File: src/rtl/mmio_uart_tx_pkg.sv
// Shared definitions for the memory-mapped UART transmitter:
// FSM states, STAT bit positions, default register addresses.
package mmio_uart_tx_pkg;

    localparam int ADDR_W = 11;
    localparam int DATA_W = 32;

    localparam logic [ADDR_W-1:0] UART_ADDR_DATA = 11'h7F0;
    localparam logic [ADDR_W-1:0] UART_ADDR_STAT = 11'h7F4;

    localparam int STAT_EMPTY = 0;
    localparam int STAT_FULL  = 1;
    localparam int STAT_BUSY  = 2;
    localparam int STAT_OVF   = 3;
    localparam int STAT_CNT   = 8;
    localparam int STAT_CNT_W = 5;

    typedef enum logic [2:0] {
        S_IDLE,
        S_START,
        S_DATA,
        S_PARITY,
        S_STOP
    } tx_state_e;

    function automatic logic [DATA_W-1:0] pack_stat(
        input logic                  empty,
        input logic                  full,
        input logic                  busy,
        input logic                  ovf,
        input logic [STAT_CNT_W-1:0] cnt
    );
        logic [DATA_W-1:0] s;
        s = '0;
        s[STAT_EMPTY] = empty;
        s[STAT_FULL]  = full;
        s[STAT_BUSY]  = busy;
        s[STAT_OVF]   = ovf;
        s[STAT_CNT +: STAT_CNT_W] = cnt;
        return s;
    endfunction

endpackage

File: src/rtl/mmio_uart_tx_if.sv
// Data-memory-side bus seen by the UART: CPU is master, UART is slave.
interface mmio_uart_tx_if;
    import mmio_uart_tx_pkg::*;

    logic              io_w;
    logic              io_r;
    logic [ADDR_W-1:0] io_addr;
    logic [DATA_W-1:0] io_wdata;
    logic [DATA_W-1:0] io_rdata;
    logic              io_sel;

    modport master (
        output io_w, io_r, io_addr, io_wdata,
        input  io_rdata, io_sel
    );

    modport slave (
        input  io_w, io_r, io_addr, io_wdata,
        output io_rdata, io_sel
    );

endinterface

File: src/rtl/mmio_uart_tx_sync_fifo.sv
// Synchronous FIFO with occupancy count; accepts a push when full
// only if a pop happens in the same cycle.
module sync_fifo #(
    parameter int WIDTH = 8,
    parameter int DEPTH = 16
) (
    input  logic                   clk,
    input  logic                   rstn,
    input  logic                   push,
    input  logic [WIDTH-1:0]       wdata,
    input  logic                   pop,
    output logic [WIDTH-1:0]       rdata,
    output logic                   full,
    output logic                   empty,
    output logic [$clog2(DEPTH):0] count
);
    localparam int PTR_W = $clog2(DEPTH);
    localparam int CNT_W = PTR_W + 1;

    logic [WIDTH-1:0] mem_q [DEPTH];
    logic [PTR_W-1:0] wr_q, wr_d;
    logic [PTR_W-1:0] rd_q, rd_d;
    logic [CNT_W-1:0] cnt_q, cnt_d;
    logic             do_push;
    logic             do_pop;

    assign full    = (cnt_q == CNT_W'(DEPTH));
    assign empty   = (cnt_q == '0);
    assign count   = cnt_q;
    assign rdata   = mem_q[rd_q];
    assign do_pop  = pop && !empty;
    assign do_push = push && (!full || do_pop);

    always_comb begin
        wr_d  = wr_q;
        rd_d  = rd_q;
        cnt_d = cnt_q;
        if (do_push) wr_d = wr_q + PTR_W'(1);
        if (do_pop)  rd_d = rd_q + PTR_W'(1);
        unique case ({do_push, do_pop})
            2'b10:   cnt_d = cnt_q + CNT_W'(1);
            2'b01:   cnt_d = cnt_q - CNT_W'(1);
            default: cnt_d = cnt_q;
        endcase
    end

    always_ff @(posedge clk) begin
        if (!rstn) begin
            wr_q  <= '0;
            rd_q  <= '0;
            cnt_q <= '0;
        end else begin
            wr_q  <= wr_d;
            rd_q  <= rd_d;
            cnt_q <= cnt_d;
        end
    end

    always_ff @(posedge clk) begin
        if (do_push) mem_q[wr_q] <= wdata;
    end

endmodule

File: src/rtl/mmio_uart_tx.sv
// Memory-mapped 8N1 UART transmitter with TX FIFO and status register.
// Define UART_PARITY_EN to append an even parity bit (8E1).
module mmio_uart_tx
    import mmio_uart_tx_pkg::*;
#(
    parameter int                CLKS_PER_BIT = 868,
    parameter int                FIFO_DEPTH   = 16,
    parameter logic [ADDR_W-1:0] ADDR_DATA    = UART_ADDR_DATA,
    parameter logic [ADDR_W-1:0] ADDR_STAT    = UART_ADDR_STAT
) (
    input  logic           clk,
    input  logic           rstn,
    mmio_uart_tx_if.slave  bus,
    output logic           txd
);
    localparam int CNT_W  = $clog2(CLKS_PER_BIT);
    localparam int FCNT_W = $clog2(FIFO_DEPTH) + 1;
    localparam logic [CNT_W-1:0] BAUD_LAST = CNT_W'(CLKS_PER_BIT - 1);

    tx_state_e         state_q, state_d;
    logic [CNT_W-1:0]  baud_q, baud_d;
    logic [2:0]        bit_q, bit_d;
    logic [7:0]        shift_q, shift_d;
    logic              txd_q, txd_d;
    logic              ovf_q, ovf_d;
`ifdef UART_PARITY_EN
    logic              par_q, par_d;
`endif

    logic              push_req;
    logic              clr_req;
    logic              ovf_evt;
    logic              pop;
    logic              baud_done;
    logic [7:0]        fifo_rdata;
    logic              fifo_full;
    logic              fifo_empty;
    logic [FCNT_W-1:0] fifo_count;
    logic [DATA_W-1:0] stat;
    logic              unused_wdata;

    assign push_req  = bus.io_w && (bus.io_addr == ADDR_DATA);
    assign clr_req   = bus.io_w && (bus.io_addr == ADDR_STAT) && bus.io_wdata[0];
    assign ovf_evt   = push_req && fifo_full && !pop;
    assign baud_done = (baud_q == BAUD_LAST);
    assign unused_wdata = ^bus.io_wdata[DATA_W-1:8];

    sync_fifo #(
        .WIDTH (8),
        .DEPTH (FIFO_DEPTH)
    ) u_fifo (
        .clk   (clk),
        .rstn  (rstn),
        .push  (push_req),
        .wdata (bus.io_wdata[7:0]),
        .pop   (pop),
        .rdata (fifo_rdata),
        .full  (fifo_full),
        .empty (fifo_empty),
        .count (fifo_count)
    );

    assign stat = pack_stat(fifo_empty, fifo_full, state_q != S_IDLE,
                            ovf_q, STAT_CNT_W'(fifo_count));
    assign bus.io_sel   = (bus.io_addr == ADDR_DATA) || (bus.io_addr == ADDR_STAT);
    assign bus.io_rdata = (bus.io_r && bus.io_addr == ADDR_STAT) ? stat : '0;
    assign txd = txd_q;

    // A same-cycle overflow beats a software clear.
    always_comb begin
        ovf_d = ovf_q;
        if (clr_req) ovf_d = 1'b0;
        if (ovf_evt) ovf_d = 1'b1;
    end

    always_comb begin
        state_d = state_q;
        baud_d  = baud_q;
        bit_d   = bit_q;
        shift_d = shift_q;
        txd_d   = txd_q;
        pop     = 1'b0;
`ifdef UART_PARITY_EN
        par_d   = par_q;
`endif
        unique case (state_q)
            S_IDLE: begin
                txd_d = 1'b1;
                if (!fifo_empty) begin
                    pop     = 1'b1;
                    shift_d = fifo_rdata;
`ifdef UART_PARITY_EN
                    par_d   = ^fifo_rdata;
`endif
                    state_d = S_START;
                    txd_d   = 1'b0;
                    baud_d  = '0;
                    bit_d   = '0;
                end
            end
            S_START: begin
                if (baud_done) begin
                    state_d = S_DATA;
                    txd_d   = shift_q[0];
                    baud_d  = '0;
                end else begin
                    baud_d = baud_q + CNT_W'(1);
                end
            end
            S_DATA: begin
                if (!baud_done) begin
                    baud_d = baud_q + CNT_W'(1);
                end else if (bit_q == 3'd7) begin
                    baud_d = '0;
`ifdef UART_PARITY_EN
                    state_d = S_PARITY;
                    txd_d   = par_q;
`else
                    state_d = S_STOP;
                    txd_d   = 1'b1;
`endif
                end else begin
                    baud_d  = '0;
                    bit_d   = bit_q + 3'd1;
                    shift_d = {1'b0, shift_q[7:1]};
                    txd_d   = shift_q[1];
                end
            end
            S_PARITY: begin
                if (baud_done) begin
                    state_d = S_STOP;
                    txd_d   = 1'b1;
                    baud_d  = '0;
                end else begin
                    baud_d = baud_q + CNT_W'(1);
                end
            end
            S_STOP: begin
                if (baud_done) begin
                    state_d = S_IDLE;
                    txd_d   = 1'b1;
                    baud_d  = '0;
                end else begin
                    baud_d = baud_q + CNT_W'(1);
                end
            end
            default: begin
                state_d = S_IDLE;
                txd_d   = 1'b1;
            end
        endcase
    end

    always_ff @(posedge clk) begin
        if (!rstn) begin
            state_q <= S_IDLE;
            baud_q  <= '0;
            bit_q   <= '0;
            shift_q <= '0;
            txd_q   <= 1'b1;
            ovf_q   <= 1'b0;
`ifdef UART_PARITY_EN
            par_q   <= 1'b0;
`endif
        end else begin
            state_q <= state_d;
            baud_q  <= baud_d;
            bit_q   <= bit_d;
            shift_q <= shift_d;
            txd_q   <= txd_d;
            ovf_q   <= ovf_d;
`ifdef UART_PARITY_EN
            par_q   <= par_d;
`endif
        end
    end

endmodule

File: src/flat_wrapper.sv
// flat-port wrapper written by rule: the top's interface ports become plain ports
module mmio_uart_tx_flat import mmio_uart_tx_pkg::*;
#(
    parameter int                CLKS_PER_BIT = 868,
    parameter int                FIFO_DEPTH   = 16,
    parameter logic [ADDR_W-1:0] ADDR_DATA    = UART_ADDR_DATA,
    parameter logic [ADDR_W-1:0] ADDR_STAT    = UART_ADDR_STAT
)
  (clk, rstn, txd, bus_io_w, bus_io_r, bus_io_addr, bus_io_wdata, bus_io_rdata, bus_io_sel);
  mmio_uart_tx_if bus_i ();
  input  logic clk;
  input  logic rstn;
  output logic txd;
  input wire logic [$bits(bus_i.io_w)-1:0] bus_io_w;
  input wire logic [$bits(bus_i.io_r)-1:0] bus_io_r;
  input wire logic [$bits(bus_i.io_addr)-1:0] bus_io_addr;
  input wire logic [$bits(bus_i.io_wdata)-1:0] bus_io_wdata;
  output wire logic [$bits(bus_i.io_rdata)-1:0] bus_io_rdata;
  output wire logic [$bits(bus_i.io_sel)-1:0] bus_io_sel;
  assign bus_i.io_w = bus_io_w;
  assign bus_i.io_r = bus_io_r;
  assign bus_i.io_addr = bus_io_addr;
  assign bus_i.io_wdata = bus_io_wdata;
  assign bus_io_rdata = bus_i.io_rdata;
  assign bus_io_sel = bus_i.io_sel;
  mmio_uart_tx #(.CLKS_PER_BIT(CLKS_PER_BIT), .FIFO_DEPTH(FIFO_DEPTH), .ADDR_DATA(ADDR_DATA), .ADDR_STAT(ADDR_STAT)) u_core (.clk(clk), .rstn(rstn), .bus(bus_i), .txd(txd));
endmodule
File: config.mk
export PLATFORM = sky130hd
export DESIGN_NAME = mmio_uart_tx_flat
export DESIGN_NICKNAME = d
export VERILOG_FILES = /design/src/rtl/mmio_uart_tx_pkg.sv /design/src/rtl/mmio_uart_tx_if.sv /design/src/rtl/mmio_uart_tx_sync_fifo.sv /design/src/rtl/mmio_uart_tx.sv /design/src/flat_wrapper.sv
export SDC_FILE = /design/constraint.sdc
export NUM_CORES = 1
export LEC_CHECK = 0
export ABC_AREA = 0
export CAP_MARGIN = 20
export CORE_ASPECT_RATIO = 1.1
export CORE_MARGIN = 1.5
export CORE_UTILIZATION = 45
export CTS_CLUSTER_SIZE = 40
export DETAILED_ROUTE_END_ITERATION = 10
export HOLD_SLACK_MARGIN = 0.12
export PLACE_DENSITY_LB_ADDON = 0.1
export SYNTH_ARGS = -nofsm -noshare
export SYNTH_HDL_FRONTEND = slang
export SYNTH_SLANG_ARGS = --single-unit
File: constraint.sdc
create_clock -name clk -period 3.2 [get_ports clk]
set_input_delay 0.96 -clock clk [delete_from_list [all_inputs] [get_ports clk]]
set_output_delay 0.96 -clock clk [all_outputs]
set_load 0.05 [all_outputs]
==> results of run 1 <==
[state kept, by name, summed over array words and instances, names as in the netlist, named ones only]
name	flops
u_core.bit_q	3
u_core.txd	1
u_core.u_fifo.count	5
u_core.state_q	3
u_core.baud_q	10
u_core.u_fifo.wr_q	4
u_core.u_fifo.rd_q	4
u_core.shift_q	8
u_core.u_fifo.mem_q	128
u_core.ovf_q	1
[stage by stage]
step | std cells | total power [uW] | setup WS, ns
final | 792 | 6280 | -0.133
after global routing | 792 | 6590 | -0.198
after detailed placement | 757 | 4320 | -0.516
after floorplan | 533 | 3880 | -0.649
after global placement | 757 | 4280 | -0.493
after CTS | 791 | 6320 | -0.155
[path summary, 6_finish.rpt]
path,start,to,slack (ns),cells after the start
setup / recovery,bus_io_addr[3],bus_io_rdata[12],-0.13,7
hold reg to reg,u_core.ovf_q$_SDFFE_PN0P_,u_core.ovf_q$_SDFFE_PN0P_,0.48,2
hold / removal,u_core.ovf_q$_SDFFE_PN0P_,u_core.ovf_q$_SDFFE_PN0P_,0.48,2
setup reg to reg,u_core.u_fifo.count[3]$_SDFFE_PN0P_,u_core.u_fifo.count[4]$_SDFFE_PN0P_,0.43,9
[critical path, cell delays in order]
cell and delay (ns):
buf_6 0.09, or4b_4 0.55, nor3_4 0.19, nand3_4 0.16, buf_12 0.17, nor2_4 0.11, buf_12 0.14
[kinds of logic after synthesis]
logic type      count (synthesis)  synth area share [%]
compound gates                 76                  6.80
xor+xnor                       15                  1.79
fa+ha+maj                      12                  2.15
buf+inv                        58                  4.35
flops                         171                  64.1
mux                            44                  11.2
other cells                     1                0.0511
simple gates                  134                  9.63
[repair_timing]
action                                  CTS  global route
hold buffers                              0             0
hold endpoints to repair                  0             0
pin swaps                                 7             2
resized for setup                        20             2
endpoints found under the setup margin   11             9
buffers inserted                          2             0
[placed cells by master (no fill, tap or decap), types with 3 or more instances in the layout]
| cell | n |
|---|---|
| edfxtp_1 | 128 |
| dfxtp_1 | 42 |
| buf_4 | 37 |
| mux4_2 | 30 |
| nor2_1 | 28 |
| nand2_1 | 25 |
| a21oi_1 | 23 |
| conb_1 | 23 |
| o21ai_0 | 17 |
| clkbuf_16 | 17 |
| a22oi_1 | 15 |
| clkdlybuf4s50_1 | 13 |
| and2_1 | 12 |
| buf_12 | 12 |
| mux2i_1 | 11 |
| ha_1 | 11 |
| inv_1 | 10 |
| nor3_1 | 10 |
| xnor2_1 | 9 |
| nor2b_1 | 9 |
| nand4_1 | 8 |
| nand3_1 | 7 |
| xor2_1 | 6 |
| nand2b_1 | 5 |
| and3_1 | 5 |
| nor2_4 | 5 |
| buf_2 | 4 |
| dlygate4sd2_1 | 4 |
| and2_4 | 3 |
| mux2_2 | 3 |
| a21boi_0 | 3 |
| clkinv_4 | 3 |
| clkinvlp_4 | 3 |
| buf_6 | 3 |
[layer usage]
| layer | up-vias | global-route usage, % | share of wire [%] |
|---|---|---|---|
| met4 | 0 | 6.26 | 1.8 |
| met3 | 18 | 3.52 | 3.2 |
| met5 | - | 0 | 0 |
| met1 | 2140 | 21.4 | 42 |
| met2 | 68 | 32.0 | 53 |
| li1 | 2030 | - | - |
[power groups by stage]
stage          Combinational, uW  Sequential [uW]  Clock [uW]
2_1_floorplan               1270             2610           0
3_3_place_gp                1600             2680           0
3_5_place_dp                1640             2680           0
4_1_cts                     1650             2630        2050
5_1_grt                     1800             2650        2130
6_report                    1640             2630        2020
[area by class of cell]
class | count | area [um^2]
Fill cell | 1269 | 7040
Sequential cell | 171 | 4710
Multi-Input combinational cell | 304 | 2480
Timing Repair Buffer | 75 | 762
Clock buffer | 18 | 429
Tap cell | 200 | 250
Clock inverter | 14 | 146
Inverter | 10 | 37.5
==> metrics.txt, run 1 <==
status=finished, violations left; violated checks=setup timing; post-layout min period=3.33 ns; drt pass-1 iters=4; PnR worst setup slack=-0.133 ns; syn avg cell area=14.4 um^2; share of cells above drive strength 1=a little under a quarter; kind of critical path=in -> out; Tcrit/Tclk final=104%; Clock Path Buffers=2; antenna-violating nets left=0; Worst EP arrival=2.37 ns; P_sw=1860 uW; routed len/inst=~19 um; diode count=0; Die Wd=125 um; H-tree levels=4; RSZ-0062 raised after global routing=yes; fmax=0.300 GHz; crit path launch type=input pin; Synth Cell Area=7340 um^2; HP Class=reg -> reg; Root Buffer=clkbuf_16; sequential power share=between 40% and 50%; Critical Path RT=roughly 2.2 ns; Yosys top cell area share=52.4%; FP Rows=48; Switching Fraction=29.6%; full die area=17100 um^2; Final GP Congestion=~0.76; vias in the first global route=~4200; Area contributors post-synth=edfxtp_1, dfxtp_1, mux4_2; Worst-Margin Slew=between 0.6 and 0.7 ns; sequential cell area fraction in the yosys report=64.1%; clk slew on worst S/H paths=0.06 ns; final setup vio count=9; Comb pwr share=26.0%; Leak Pwr=0.00307 uW; most frequent cell after synthesis=edfxtp_1; post-DP HPWL=slightly below 10000 um; area leader, netlist=edfxtp_1; Die H=137 um; Post-DP Area=8220 um^2; grt ovf=0; fin nets=638; fin util=about 56%; GRT Resource Usage Total=around 18%; P&R area growth vs syn=20.1%; largest net degree at the start of global routing=30; Gate Count Post-Synth=511; crit-path max FO=4; core area=15900 um^2; clk sinks=between 150 and 200; Design Area, Final=a little under 9000 um^2; port bufs=33; setup_tns=-0.838 ns; Post-synth EDFFs=between 100 and 150; Synthesis Warnings=0; Final Max Slew Viols=0; Iter 0 DRT Violations=247; relative slew slack=between 50% and 60%; vias per cell=5.37; Vias=4256; Hold Slack=approximately 0.48 ns; Max-cap violations=0; CTS Buf Count=17; drt total wl=14800 um; Hold Fails Final Rpt=0; Clk Latency, worst-skew pair=0.43 ns; VDD IR max=0.414 mV; Synth Flop Type=edfxtp_1; Residual DRC=0; crit end category=output pin; Starting Density=46.3%; boundary pin count=roughly 80; number of synthesized register bits=171; CTS tree=done; first-pass GRT wire length=around 23000 um; Synth cell types=52; internal power=4420 uW; Clock power frac=about 32%; power density cells=713 nW/um^2; Synth async-reset ratio=0%; most frequent cells after synthesis=edfxtp_1, dfxtp_1, nor2_1; initial antenna violation count=0; Post-Route Skew=0.00976 ns
(Power assumes the default switching activity.)
==> inputs of run 2 (changes only) <==
--- a/config.mk
+++ b/config.mk
@@ -7,9 +7,11 @@
 export LEC_CHECK = 0
 export ABC_AREA = 0
 export CAP_MARGIN = 20
+export CELL_PAD_IN_SITES_DETAIL_PLACEMENT = 1
+export CELL_PAD_IN_SITES_GLOBAL_PLACEMENT = 1
 export CORE_ASPECT_RATIO = 1.1
 export CORE_MARGIN = 1.5
-export CORE_UTILIZATION = 45
+export CORE_UTILIZATION = 42
 export CTS_CLUSTER_SIZE = 40
 export DETAILED_ROUTE_END_ITERATION = 10
 export HOLD_SLACK_MARGIN = 0.12
==> run 2 against run 1 <==
Against the previous run:
- the run still ends with setup timing left
- total power up 1.8%
- maximum frequency fell by 1.3%
- combinational power hardly changed
- clock power grew 4%
- routed wire length rose by 8.3%
- hold slack worse by 0.0011 ns
- final area is 0.67% higher
- final cell count rose by 4.0%
- first-iteration DRC count shrank 4.9%
- critical path depth stayed put
- worst setup slack worse by 0.043 ns
- largest cell class unchanged
==> metrics.txt, run 2 (synthesized netlist as in run 1, its figures left out) <==
Tcrit/Tclk final=106%; Final Max Slew Viols=0; fin nets=636; diode count=0; Die Wd=approximately 130 um; largest registers=u_core.u_fifo.mem_q: 128 flops, u_core.baud_q: 10 flops, u_core.shift_q: 8 flops; Design Area, Final=slightly below 9000 um^2; crit-path max FO=3; Clock power frac=around a third; status=finished, violations left; vias in the first global route=4617; first-pass GRT wire length=25600 um; most used routing layer=met2; Worst-Margin Slew=1.04 ns; kind of critical path=in -> out; Residual DRC=0; Post-Route Skew=0.0147 ns; setup_tns=-1.26 ns; Iter 0 DRT Violations=235; CTS tree=done; full die area=18300 um^2; Hold Slack=0.477 ns; drt total wl=16000 um; RSZ-0062 raised after global routing=yes; Post-DP Area=roughly 8300 um^2; port bufs=33; CTS Buf Count=17; Largest register FFs=128; Max-cap violations=0; Final GP Congestion=0.797; drt pass-1 iters=4; Power Total=approximately 6400 uW; fmax=0.296 GHz; internal power=approximately 4400 uW; Switching Fraction=30.4%; Clock Path Buffers=2; routed len/inst=19.4 um; M3 GR Usage=3.62%; commonest cells after routing, fill and taps aside=edfxtp_1, dfxtp_1, buf_4, mux4_2, nor2_1; Comb pwr share=25.7%; PnR worst setup slack=-0.176 ns; VDD IR max=0.467 mV; P&R area growth vs syn=20.9%; P_sw=1950 uW; Top reg by flops=u_core.u_fifo.mem_q; worst reg-to-reg path cell count=9; worst hold stages=2; Finished Layout Cells=824; core area=17100 um^2; FP Rows=50; clk sinks=171; H-tree levels=4; Critical Path RT=2.24 ns; vias per cell=just over 5; HP Class=reg -> reg; Die H=142 um; Hold Fails Final Rpt=0; Clk Latency, worst-skew pair=between 0.4 and 0.5 ns; final setup vio count=9; Leak Pwr=0.00306 uW; share of cells above drive strength 1=23.4%; GRT Resource Usage Total=18.9%; Root Buffer=clkbuf_16; relative slew slack=30.0%; grt ovf=0; sequential power share=41.3%; largest net degree at the start of global routing=30; post-layout min period=3.38 ns; crit path launch type=input pin; violated checks=setup timing; commonest non-fill, non-tap cell in the layout=edfxtp_1; initial antenna violation count=0; met2 Usage GRT=34.0%; boundary pin count=81; antenna-violating nets left=0; Starting Density=43.0%; Cells after DPL=791; crit end category=output pin; clk slew on worst S/H paths=0.07 ns; post-DP HPWL=11100 um; power density cells=approximately 720 nW/um^2; Worst EP arrival=2.42 ns; GR Util met1=23.0%; Vias=about 4300
## run 2: power by group through the flow
stage                     logic [uW]  registers, uW  clock network [uW]
after floorplan                 1270           2610                   0
after global placement          1610           2690                   0
after detailed placement        1670           2690                   0
after CTS                       1680           2640                2150
after global routing            1810           2660                2240
final                           1640           2640                2110
## run 2: timing repair
item	4_1_cts	5_1_grt
pin swaps	6	4
setup buffers	0	1
hold buffers	0	0
setup endpoints to repair	10	9
gates resized for setup	16	3
cloned	0	0
## run 2: layer usage
layer / vias to the layer above / wire [um]
met5: - / 0
met4: 0 / 177
met3: 18 / 366
met2: 54 / 8650
met1: 2185 / 6820
li1: 2026 / -
## run 2: worst paths after layout
check | slack, ns | endpoint | from
max | -0.18 | bus_io_rdata[10] | bus_io_addr[3]
min reg2reg | 0.48 | u_core.txd$_SDFFE_PN1P_ | u_core.txd$_SDFFE_PN1P_
min | 0.48 | u_core.txd$_SDFFE_PN1P_ | u_core.txd$_SDFFE_PN1P_
max reg2reg | 0.61 | u_core.u_fifo.count[4]$_SDFFE_PN0P_ | u_core.u_fifo.count[3]$_SDFFE_PN0P_
## run 2: metrics by stage
step	setup slack, ns	utilization, %
2_1_floorplan	-0.649	-
3_3_place_gp	-0.503	48.5
3_5_place_dp	-0.548	48.5
4_1_cts	-0.180	51.9
5_1_grt	-0.255	52.0
6_report	-0.176	52.0
## run 2: critical path: stages
cell and delay [ns]:
buf_6 0.09, or4b_4 0.55, nor3_4 0.20, buf_4 0.15
and3_4 0.19, and2_4 0.15, buf_12 0.13
## run 2: area by class of cell
cell class	count	area, um^2
clock inverters	14	169
repair buffers	73	753
flip-flops and latches	171	4710
well taps	234	293
fillers	1701	8210
inverters	10	37.5
multi-input cells	304	2490
clock buffers	18	429
==> inputs of run 3 (changes only) <==
--- a/config.mk
+++ b/config.mk
@@ -10,7 +10,7 @@
 export CELL_PAD_IN_SITES_DETAIL_PLACEMENT = 1
 export CELL_PAD_IN_SITES_GLOBAL_PLACEMENT = 1
 export CORE_ASPECT_RATIO = 1.1
-export CORE_MARGIN = 1.5
+export CORE_MARGIN = 2
 export CORE_UTILIZATION = 42
 export CTS_CLUSTER_SIZE = 40
 export DETAILED_ROUTE_END_ITERATION = 10
==> run 3 against run 2 <==
Against the previous run:
- the flow still finishes with violations (setup timing)
- critical path depth unchanged
- non-clock buffer count increased by 9
- sequential share of layout area decreased by 0.11 points
- total power decreased by 2.8%
- global-route usage decreased by 1.2 points
- register-to-register slack got worse by 0.04 ns
- routed wire length decreased by 3.1%
- via count increased by 1.2%
- final cell count increased by 1.1%
- die area increased by 1.5%
- maximum frequency increased by 0.57%
- sequential power about the same
- largest power group unchanged
- highest routed layer unchanged
==> metrics.txt, run 3 (synthesized netlist as in run 1, its figures left out) <==
status=finished, violations left; violated checks=setup timing; power density cells=around 700 nW/um^2; Reg2Reg Setup Slack=0.57 ns; Post-Route Skew=~0.0072 ns; HP Class=reg -> reg; worst hold start=u_core.ovf_q$_SDFFE_PN0P_; boundary pin count=81; CP startpoint=bus_io_addr[3]; Tcrit/Tclk final=105%; Max-cap violations=0; drt pass-1 iters=4; Min-Delay Endpoint=u_core.ovf_q$_SDFFE_PN0P_; Residual DRC=0; post-DP HPWL=11000 um; clk sinks=171; initial antenna violation count=0; worst hold stages=2; final setup vio count=9; fin nets=roughly 650; share of cells above drive strength 1=24.7%; post-cts hold buffer count=0; crit-path max cell delay=between 0.5 and 0.6 ns; full die area=18600 um^2; CP Cell Sequence=buf_6 > or4b_4 > nor3_4 > nand3_4 > buf_12 > nor2_4 > buf_12; vias per cell=5.20; grt ovf=0; Leak Pwr=0.00308 uW; RR Endpoint=u_core.u_fifo.count[4]$_SDFFE_PN0P_; fmax=a little under 0.3 GHz; Top reg by flops=u_core.u_fifo.mem_q; Starting Density=43.0%; Clk Latency, worst-skew pair=0.43 ns; crit path launch type=input pin; FP Rows=50; Power Total=6220 uW; crit end category=output pin; worst reg2reg path startpoint=u_core.u_fifo.count[3]$_SDFFE_PN0P_; Worst EP arrival=2.40 ns; kind of critical path=in -> out; fin util=52.1%; Die Wd=130 um; Design Area, Final=8890 um^2; port bufs=33; RSZ-0062 raised after global routing=yes; PnR worst setup slack=-0.157 ns; Post-DP Area=8320 um^2; P&R area growth vs syn=21.1%; Clock Path Buffers=2; commonest cells after routing, fill and taps aside=edfxtp_1, buf_4, dfxtp_1, mux4_2, nor2_1; CTS Buf Count=17; Final Max Slew Viols=0; relative slew slack=60.0%; post-layout min period=approximately 3.4 ns; first-pass GRT wire length=24500 um; routed len/inst=18.6 um; GRT Resource Usage Total=17.7%; largest registers=u_core.u_fifo.mem_q: 128 flops, u_core.baud_q: 10 flops, u_core.shift_q: 8 flops; core area=17100 um^2; largest net degree at the start of global routing=30; Final GP Congestion=0.789; VDD IR max=around 0.49 mV; worst reg-to-reg path cell count=9; CTS tree=done; CP max-delay cell=or4b_4; Iter 0 DRT Violations=190; vias in the first global route=about 4700; Critical Path RT=roughly 2.2 ns; Worst-Margin Slew=0.595 ns; crit-path max FO=4; Hold Fails Final Rpt=0; Vias=4334; antenna-violating nets left=0; diode count=0; Root Buffer=clkbuf_16; CP dominant cell by count=buf_12; Largest register FFs=128; H-tree levels=4; Die H=143 um; clk slew on worst S/H paths=0.07 ns; commonest non-fill, non-tap cell in the layout=edfxtp_1; drt total wl=15500 um
## run 3: changes by cell type in the layout (fill, tap and decap cells not counted), moves of 2 or more
| cell | delta |
|---|---|
| buf_4 | +8 |
| bufinv_16 | -2 |
| clkinv_2 | +2 |
| clkinv_8 | +2 |
| clkinvlp_4 | +2 |
| inv_6 | -3 |
## run 3: what timing repair did
item | 4_1_cts | 5_1_grt
pin swaps | 6 | 1
endpoints found under the setup margin | 17 | 9
endpoints found under the hold margin | 0 | 0
resized for setup | 16 | 4
setup buffers | 1 | 1
## run 3: area by class of cell
cell class,count,area (um^2)
timing repair buffer,82,810
fill,1691,8190
inverter,10,37.5
sequential,171,4710
multi-input combinational,304,2480
clock buffer,17,425
tap,234,293
clock inverter,15,138
## run 3: worst max-delay path, delay by kind of cell
| kind | cells | cell delay [ns] |
|---|---|---|
| buffers and inverters | 3 | 0.40 |
| and+or+nand+nor | 4 | 1.04 |
## run 3: worst max-delay path by stage
stage	endpoint	slack [ns]	cells after the start
3_5_place_dp	bus_io_rdata[12]	-0.54	7
6_report	bus_io_rdata[12]	-0.16	7
3_3_place_gp	bus_io_rdata[9]	-0.50	7
5_1_grt	bus_io_rdata[12]	-0.24	7
2_1_floorplan	bus_io_rdata[1]	-0.65	4
4_1_cts	bus_io_rdata[12]	-0.19	7
## run 3: stage by stage
step | setup TNS (ns) | hold WS, ns | setup WS, ns | instances
floorplan | -4.33 | 0.441 | -0.649 | 533
global placement | -37.56 | 0.461 | -0.497 | 798
detailed placement | -43.49 | 0.472 | -0.539 | 798
CTS | -1.26 | 0.487 | -0.187 | 831
global route | -1.73 | 0.509 | -0.241 | 833
finish | -1.03 | 0.484 | -0.157 | 833
## run 3: metal layers
metal | wire [um] | GRT usage (%)
met5 | 0 | 0
met1 | 6560 | 21.1
met4 | 203 | 6.06
met3 | 295 | 3.41
met2 | 8460 | 31.9
## run 3: power by group
| group | switching [uW] | total (uW) | leakage (uW) | internal, uW |
|---|---|---|---|---|
| Sequential | 139 | 2630 | 0.00150 | 2490 |
| Clock | 920 | 1940 | 0.000269 | 1020 |
| Combinational | 867 | 1640 | 0.00131 | 776 |
